$ cat src/rtl/uxa_ps2_pkg.sv
// uxa_ps2_pkg: shared definitions for the PS/2 receive queue.
//   - rxq_state_e    : control FSM encodings (IDLE, CLEAR, HOLD)
//   - DEFAULT_*      : default FIFO depth and idle-timeout length
package uxa_ps2_pkg;

  typedef enum logic [1:0] {
    ST_IDLE  = 2'd0,
    ST_CLEAR = 2'd1,
    ST_HOLD  = 2'd2
  } rxq_state_e;

  localparam int unsigned DEFAULT_DEPTH_LOG2     = 4;
  localparam int unsigned DEFAULT_TIMEOUT_CYCLES = 50000;

endpackage

$ cat src/rtl/uxa_ps2_fifo.sv
// uxa_ps2_fifo: synchronous FIFO, 2**DEPTH_LOG2 entries of W bits.
// Ports:
//   sys_clk_i, reset_i (async, active-low)
//   push_i / wdata_i : write; ignored when full unless a pop is accepted too
//   pop_i            : remove head entry; ignored when empty
//   rdata_o          : head entry, combinational from mem[rd_ptr]
//   empty_o, full_o, count_o : occupancy status
module uxa_ps2_fifo
  import uxa_ps2_pkg::*;
#(
  parameter int unsigned DEPTH_LOG2 = DEFAULT_DEPTH_LOG2,
  parameter int unsigned W          = 8
) (
  input  logic                  sys_clk_i,
  input  logic                  reset_i,
  input  logic                  push_i,
  input  logic [W-1:0]          wdata_i,
  input  logic                  pop_i,
  output logic [W-1:0]          rdata_o,
  output logic                  empty_o,
  output logic                  full_o,
  output logic [DEPTH_LOG2:0]   count_o
);

  localparam int unsigned              DEPTH     = 1 << DEPTH_LOG2;
  localparam logic [DEPTH_LOG2:0]      DEPTH_CNT = (DEPTH_LOG2 + 1)'(DEPTH);
  localparam logic [DEPTH_LOG2:0]      CNT_ONE   = (DEPTH_LOG2 + 1)'(1);
  localparam logic [DEPTH_LOG2-1:0]    PTR_ONE   = DEPTH_LOG2'(1);

  logic [W-1:0]          mem [DEPTH];
  logic [DEPTH_LOG2-1:0] wr_ptr;
  logic [DEPTH_LOG2-1:0] rd_ptr;
  logic [DEPTH_LOG2:0]   cnt;
  logic                  do_push;
  logic                  do_pop;

  assign empty_o = (cnt == '0);
  assign full_o  = (cnt == DEPTH_CNT);
  assign count_o = cnt;
  assign rdata_o = mem[rd_ptr];

  // A push into a full FIFO is accepted only when the head leaves on the same edge.
  assign do_pop  = pop_i && !empty_o;
  assign do_push = push_i && (!full_o || do_pop);

  always_ff @(posedge sys_clk_i or negedge reset_i) begin
    if (!reset_i) begin
      wr_ptr <= '0;
      rd_ptr <= '0;
      cnt    <= '0;
      for (int i = 0; i < DEPTH; i++) begin
        mem[i] <= '0;
      end
    end else begin
      if (do_push) begin
        mem[wr_ptr] <= wdata_i;
        wr_ptr      <= wr_ptr + PTR_ONE;
      end
      if (do_pop) begin
        rd_ptr <= rd_ptr + PTR_ONE;
      end
      case ({do_push, do_pop})
        2'b10:   cnt <= cnt + CNT_ONE;
        2'b01:   cnt <= cnt - CNT_ONE;
        default: cnt <= cnt;
      endcase
    end
  end

endmodule

$ cat src/rtl/uxa_ps2_rxq.sv
// uxa_ps2_rxq: PS/2 receive queue behind the deserializing shift register.
// Captures each framed byte once into a FIFO, pulses the shift register clear
// afterwards, and offers a pop-style read port with a sticky overrun flag.
// Ports:
//   sys_clk_i, reset_i (async, active-low)
//   ps2_c_i    : synchronized PS/2 clock, used only for the idle timeout
//   d_i, frame_i : byte and framing-valid level from the shift register
//   shf_clr_o  : one-cycle clear pulse to the shift register
//   q_o, pop_i, empty_o, full_o, count_o : FIFO read port and status
//   overrun_o, ovr_clr_i : sticky overrun flag and its clear
// Build option: define UXA_PS2_RXQ_TIMEOUT_EN to include the idle timeout,
// which clears a stale partial frame after TIMEOUT_CYCLES of PS/2 clock idle.
//
// Handshake: a frame is taken on the first edge frame_i is seen high in IDLE;
// pop_i removes q_o on the edge it is sampled high and is ignored when empty.
module uxa_ps2_rxq
  import uxa_ps2_pkg::*;
#(
  parameter int unsigned DEPTH_LOG2     = DEFAULT_DEPTH_LOG2,
  parameter int unsigned TIMEOUT_CYCLES = DEFAULT_TIMEOUT_CYCLES
) (
  input  logic                  sys_clk_i,
  input  logic                  reset_i,
  input  logic                  ps2_c_i,
  input  logic [7:0]            d_i,
  input  logic                  frame_i,
  output logic                  shf_clr_o,
  output logic [7:0]            q_o,
  input  logic                  pop_i,
  output logic                  empty_o,
  output logic                  full_o,
  output logic [DEPTH_LOG2:0]   count_o,
  output logic                  overrun_o,
  input  logic                  ovr_clr_i
);

  rxq_state_e state_q;
  rxq_state_e state_d;
  logic       fifo_push;
  logic       ovr_set;
  logic       tmo_fire;

  uxa_ps2_fifo #(
    .DEPTH_LOG2 (DEPTH_LOG2),
    .W          (8)
  ) u_fifo (
    .sys_clk_i (sys_clk_i),
    .reset_i   (reset_i),
    .push_i    (fifo_push),
    .wdata_i   (d_i),
    .pop_i     (pop_i),
    .rdata_o   (q_o),
    .empty_o   (empty_o),
    .full_o    (full_o),
    .count_o   (count_o)
  );

  always_ff @(posedge sys_clk_i or negedge reset_i) begin
    if (!reset_i) begin
      state_q <= ST_IDLE;
    end else begin
      state_q <= state_d;
    end
  end

  // Capture only in IDLE; HOLD waits out the rest of the frame level so a
  // long frame_i high is never taken twice.
  always_comb begin
    state_d   = state_q;
    fifo_push = 1'b0;
    ovr_set   = 1'b0;
    case (state_q)
      ST_IDLE: begin
        if (frame_i) begin
          if (!full_o || pop_i) begin
            fifo_push = 1'b1;
          end else begin
            ovr_set = 1'b1;
          end
          state_d = ST_CLEAR;
        end else if (tmo_fire) begin
          state_d = ST_CLEAR;
        end
      end
      ST_CLEAR: state_d = ST_HOLD;
      ST_HOLD: begin
        if (!frame_i) begin
          state_d = ST_IDLE;
        end
      end
      default: state_d = ST_IDLE;
    endcase
  end

  assign shf_clr_o = (state_q == ST_CLEAR);

  // Set beats clear when both happen on the same edge.
  always_ff @(posedge sys_clk_i or negedge reset_i) begin
    if (!reset_i) begin
      overrun_o <= 1'b0;
    end else if (ovr_set) begin
      overrun_o <= 1'b1;
    end else if (ovr_clr_i) begin
      overrun_o <= 1'b0;
    end
  end

`ifdef UXA_PS2_RXQ_TIMEOUT_EN
  localparam int unsigned TW       = $clog2(TIMEOUT_CYCLES + 1);
  localparam logic [TW-1:0] TMO_MAX  = TW'(TIMEOUT_CYCLES);
  localparam logic [TW-1:0] TMO_FIRE = TW'(TIMEOUT_CYCLES - 1);
  localparam logic [TW-1:0] TMO_ONE  = TW'(1);

  logic [TW-1:0] tmo_cnt;
  logic          ps2_c_q;

  // Saturating at TIMEOUT_CYCLES means the fire value is passed only once
  // per idle period.
  always_ff @(posedge sys_clk_i or negedge reset_i) begin
    if (!reset_i) begin
      tmo_cnt <= '0;
      ps2_c_q <= 1'b0;
    end else begin
      ps2_c_q <= ps2_c_i;
      if (ps2_c_i != ps2_c_q) begin
        tmo_cnt <= '0;
      end else if (tmo_cnt != TMO_MAX) begin
        tmo_cnt <= tmo_cnt + TMO_ONE;
      end
    end
  end

  assign tmo_fire = (tmo_cnt == TMO_FIRE) && ps2_c_i && (state_q == ST_IDLE);
`else
  logic unused_tmo;
  assign unused_tmo = ^{ps2_c_i, TIMEOUT_CYCLES[0]};
  assign tmo_fire   = 1'b0;
`endif

endmodule

$ cat config.mk
export PLATFORM = sky130hd
export DESIGN_NAME = uxa_ps2_rxq
export DESIGN_NICKNAME = d
export VERILOG_FILES = /design/src/rtl/uxa_ps2_pkg.sv /design/src/rtl/uxa_ps2_fifo.sv /design/src/rtl/uxa_ps2_rxq.sv
export SDC_FILE = /design/constraint.sdc
export NUM_CORES = 1
export LEC_CHECK = 0
export CORE_ASPECT_RATIO = 0.5
export CORE_MARGIN = 3
export CORE_UTILIZATION = 50
export DETAILED_ROUTE_END_ITERATION = 16
export PLACE_DENSITY = 0.66
export SYNTH_ARGS = -nofsm -noshare
export SYNTH_HDL_FRONTEND = slang
export SYNTH_SLANG_ARGS = --single-unit
$ cat constraint.sdc
create_clock -name sys_clk_i -period 8 [get_ports sys_clk_i]
set_input_delay 1.2 -clock sys_clk_i [delete_from_list [all_inputs] [get_ports sys_clk_i]]
set_output_delay 1.2 -clock sys_clk_i [all_outputs]
set_load 0.005 [all_outputs]
---- Yosys cells after proc, flatten, opt, wreduce, memory -nomap -nowiden ----
Index checks and enable logic that the tools add are counted.
operators by class
  add/sub/neg operators ................... 4
  order comparisons ....................... 3
  equal/unequal tests ..................... 7
  mux-type cells .......................... 18
  bitwise operators ....................... 2
  reductions and logical operators ........ 12
operators by type and width
  operator             count
  $bwmux 128           1
  $bmux 8 s4           1
  $demux 8 s4          1
  $mux 8               3
  $ge 5x5->1 const B   2
  $not 4->5            2
  $pmux 5 s2           1
  $add 4x1->4 const B  2
  $mux 1               8
  $pmux 2 s3           1
  $add 5x1->5 const B  1
  $eq 5x5->1 const B   1
  $logic_not 5->1      1
  $lt 5x1->1 const B   1
  $sub 5x1->5 const B  1
  $eq 2x1->1 const B   2
  $eq 2x2->1 const B   2
  $mux 2               2
  $ne 2x2->1 const B   2
  $reduce_bool 2->1    2
  $logic_and 1x1->1    3
  $logic_not 1->1      2
  $logic_not 2->1      1
  $logic_or 1x1->1     2
  $reduce_and 2->1     1
word-level totals
  register bits ........................... 144
  bits of input ports ..................... 14
  output and inout bits ................... 17
  word-level logic and storage cells ...... 67

---- Depth between registers and ports, before layout ----
  depth after elaboration ................. 9
  depth in mapped cells ................... 10
  mapped depth without buffers ............ 9

---- Hierarchy ----
A second synthesis with hierarchy kept.
second synthesis, totals
  cell total of the unflattened synthesis .. 452
  area total of the unflattened synthesis .. 6914.1 sq um
by module, submodules not included
  module        times used  cells each  area an instance (sq um)  sequential area each (sq um)
  uxa_ps2_fifo  1           441         6771.5                    3528.4
  uxa_ps2_rxq   1           11          142.6                     75.1

---- Worst setup path before layout ----
Ideal clock, no wire load.
  kind .................................... input to register
  start point ............................. in frame_i
  end point ............................... reg u_fifo.cnt[4], in the netlist u_fifo.count_o[4]
  setup time .............................. 0.116 ns
  arrival time ............................ 3.183 ns
  required time ........................... 7.884 ns
  path slack .............................. 4.701 ns
  stages .................................. 9
  buffers on the path ..................... 1
  path through ............................ nor3b_1 -> o21a_4 -> buf_12 -> inv_16 -> ha_1 -> fa_1 -> a21oi_1 -> o21ai_0 -> o311ai_0
on the way
  longest elaborated chain between the ends .. 5
  elaborated cells between the ends (all ways) .. 7
  those cells by class .................... eq/ne (2); mux (3); reduce/logical (2)
ends and longest elaborated chain
  element                                                 RTL line            text
  start, declared                                         uxa_ps2_rxq.sv:26   input logic frame_i,
  $mux 1 (*)                                              uxa_ps2_rxq.sv:74   if (frame_i) begin
  $mux 1 (*)                                              uxa_ps2_rxq.sv:72   case (state_q)
  $logic_and 1x1->1 (*)                                   uxa_ps2_fifo.sv:44  assign do_push = push_i && (!full_o || do_pop);
  $eq 2x1->1 / $eq 2x2->1 (equally long branches)         uxa_ps2_fifo.sv:62  case ({do_push, do_pop})
  $pmux 5 s2 / $reduce_bool 2->1 (equally long branches)  -
  end signal, assigned                                    uxa_ps2_fifo.sv:63  2'b10: cnt <= cnt + CNT_ONE;
  end signal, assigned                                    uxa_ps2_fifo.sv:64  2'b01: cnt <= cnt - CNT_ONE;
  end signal, assigned                                    uxa_ps2_fifo.sv:65  default: cnt <= cnt;
  end, declared                                           uxa_ps2_fifo.sv:33  logic [DEPTH_LOG2:0] cnt;
Mark *: on every way between the ends. The rest lies on a longest branch, timed or not.
A chain may end at the register's enable or synchronous reset.

---- Worst setup path after layout ----
  start point ............................. reg u_fifo.rd_ptr[0]
  end point ............................... out q_o[5]
on the way
  longest elaborated chain between the ends .. 4
ends and longest elaborated chain
  element                                     RTL line            text
  start, declared                             uxa_ps2_fifo.sv:32  logic [DEPTH_LOG2-1:0] rd_ptr;
  start signal, assigned                      uxa_ps2_fifo.sv:60  rd_ptr <= rd_ptr + PTR_ONE;
  $not 4->5 (implied by the code)             uxa_ps2_fifo.sv:40  assign rdata_o = mem[rd_ptr];
  $bmux 8 s4                                  uxa_ps2_fifo.sv:40
  $mux 8 (implied by the code) (2 in series)  uxa_ps2_fifo.sv:40
  end, declared                               uxa_ps2_rxq.sv:28   output logic [7:0] q_o,
No other way between the ends. The select of a mux whose other input is x is not followed.

==> flow_summary.json <==
{
  "outcome": "finished, final reports clean",
  "grt_pass1_wl_mm": 23.00,
  "cts.clk_slew.worst_paths_ns": 0.06,
  "crit_fanout": 26,
  "core_um2": 13810,
  "async_reset_ff_share_pct": 100.0,
  "yosys_register_bits": 144,
  "tns_ns": 0,
  "power.leakage_nw": 3.663,
  "min_period_over_period_pct": 53.23,
  "arrival_ns": 3.06,
  "finalHoldViolCount": 0,
  "fillers": 1077,
  "cts_resized": 0,
  "max_slew_margin_pct": 40.71,
  "wirelength_mm": 14.47,
  "end_kind": "output pin",
  "grt.overflow.total": 0,
  "regArea_um2": 3605,
  "drtIter0Drc": 258,
  "layout_min_cycle_time_ns": 4.258,
  "crit_type": "register to output pin",
  "fin_cells": 671,
  "clock_path_buffers": 2,
  "antenna_found_initial": 0,
  "ys_top_cells_by_area": "dfrtp_1 (50%), mux2_4 (20%), mux4_2 (10%), mux2_2 (5.3%), a22oi_1 (1.7%)",
  "syn_area_um2": 7213,
  "grt_pass1_vias": 3851,
  "cp-start-kind": "register",
  "post-synth-top-area-cell": "dfrtp_1",
  "hpwlAfterDp_mm": 8.799,
  "vias": 3767,
  "postCtsSetupBuffers": 0,
  "stdcell_area_um2": 8140,
  "root_buffer": "clkbuf_16",
  "port_buffers": 29,
  "worstHoldPathType": "register to register",
  "dr.pass1.iters": 5,
  "drcViolationCount": 0,
  "start_util_pct": 52.22,
  "dieArea_um2": 15990,
  "drv_slew": 0,
  "p_seq_share_pct": 37.7,
  "ir_drop_mv": 0.1912,
  "seq_area_frac_synth_pct": 49.96,
  "avgSynthCellArea_um2": 16.06,
  "p_clk_share_pct": 22.6,
  "finClkSkew_ns": 0.01477,
  "combPwrFrac_pct": 39.7,
  "gp_congestion": 0.7475,
  "p_sw_mw": 1.026,
  "ys_warn_count": 0,
  "place_area_um2": 7559,
  "cts_tree": "yes",
  "dp.cells": 642,
  "switching_share_pct": 29.76,
  "rows": 30,
  "die_width_um": 175.9,
  "worst_slew_pin_slew_ns": 0.8894,
  "ant_nets": 0,
  "viasPerCell": 5.614,
  "fmax_ghz": 0.2348,
  "htreeDepth": 4,
  "synth_edf_count": 0,
  "cts_made_buffers": 17,
  "ioPinCount": 31,
  "finalSetupViolations": 0,
  "yosysMostFrequentCell": "dfrtp_1",
  "grt_max_degree": 98,
  "synth_top_area_share_pct": 49.96,
  "drive_gt1_share_pct": 43.63,
  "cp.required_ns": 6.80,
  "syn_nets": 473,
  "cap_violations": 0,
  "antenna_cells": 0,
  "die_y_um": 90.93,
  "cts_hold_buffers": 0,
  "synth_flop_cell": "dfrtp_1",
  "multiInputGateArea_um2": 3353,
  "area_delta_synth_final_pct": 12.85,
  "final_util_pct": 58.93,
  "rsz0062_at_grt": "no",
  "power.total_mw": 3.449,
  "netlist_instances": 449,
  "wl_per_cell_um": 21.56,
  "synth.distinct_cells": 44,
  "num-nets-final": 493,
  "power.density_nw_per_um2": 423.7,
  "internal_power_mw": 2.423,
  "yosys-top-cells-count": "dfrtp_1 (144), mux2_4 (96), mux2_2 (34), mux4_2 (32), a22oi_1 (16)",
  "grt_use_total_pct": 19.25,
  "cts_sinks": 144,
  "clkLatencyLatePin_ns": 0.42
}
kinds of logic after synthesis:
family          after synthesis  share of synthesized area (%)
flops                       144                          49.96
simple gates                 57                          5.430
fa+ha+maj                    10                          1.839
xor+xnor                      9                          1.093
mux                         162                          35.28
compound gates               28                          2.845
buf+inv                      39                          3.556
worst paths after layout:
path / cells after the start / slack (ns) / to / start
hold reg to reg: 1 / 0.48 / state_q[0] / state_q[0]
max in group asynchronous: 2 / 5.94 / u_fifo.rd_ptr[0] / reset_i
setup reg to reg: 8 / 4.99 / u_fifo.count_o[4] / u_fifo.count_o[0]
setup / recovery: 5 / 3.74 / q_o[5] / u_fifo.rd_ptr[0]
hold / removal: 1 / 0.48 / state_q[0] / state_q[0]
min in group asynchronous: 1 / 0.87 / u_fifo.mem[16] / reset_i
routing by layer:
metal | vias up | GRT usage (%) | wire (um)
li1 | 1693 | - | -
met2 | 56 | 26.87 | 6291
met5 | - | 0 | 0
met3 | 10 | 4.511 | 526
met4 | 0 | 4.872 | 136
met1 | 2008 | 30.16 | 7516
area by class of cell:
| type | count | share of cell area (%) |
|---|---|---|
| Multi-Input combinational cell | 266 | 41.19 |
| Sequential cell | 144 | 44.28 |
| Clock inverter | 5 | 0.9837 |
| Timing Repair Buffer | 32 | 3.858 |
| Inverter | 8 | 0.5687 |
| Clock buffer | 24 | 6.164 |
| Tap cell | 192 | 2.951 |
metrics by stage:
stage	hold slack (ns)	setup slack (ns)
final	0.4793	3.742
after CTS	0.4819	3.737
after floorplan	0.4473	4.701
after detailed placement	0.4740	3.910
after global routing	0.5095	3.598
after global placement	0.4730	3.937
power groups by stage:
stage	Combinational (mW)	Sequential [mW]	Clock (mW)
finish	1.37	1.30	0.780
global route	1.47	1.35	0.831
CTS	1.38	1.30	0.798
detailed placement	1.38	1.30	0
global placement	1.35	1.29	0
floorplan	1.09	1.21	0
flip-flops by register name (all words and copies together), names as in the netlist:
name and cells:
overrun_o 1, u_fifo.rd_ptr 4, u_fifo.count_o 5, state_q 2, u_fifo.mem 128, u_fifo.wr_ptr 4
layout by cell type, fill, tap and decap left out, types with 7 or more instances in the layout:
| cell type | netlist | layout |
|---|---|---|
| dfrtp_1 | 144 | 143 |
| mux2_4 | 96 | 96 |
| mux2_2 | 34 | 34 |
| ha_1 | 9 | 9 |
| clkbuf_16 | 0 | 17 |
| xnor2_1 | 8 | 8 |
| inv_1 | 7 | 7 |
| nand2_1 | 15 | 15 |
| and3_1 | 8 | 8 |
| mux4_2 | 32 | 32 |
| clkdlybuf4s50_1 | 0 | 28 |
| a22oi_1 | 16 | 16 |
worst max-delay path, cell delays in order, from the launching register on:
cell             delay [ns]
dfrtp_2                0.56
buf_4                  0.53
mux4_2                 0.57
a22oi_1                0.41
nand2_1                0.09
clkdlybuf4s50_1        0.47
Power figures use the tool's default switching activity.
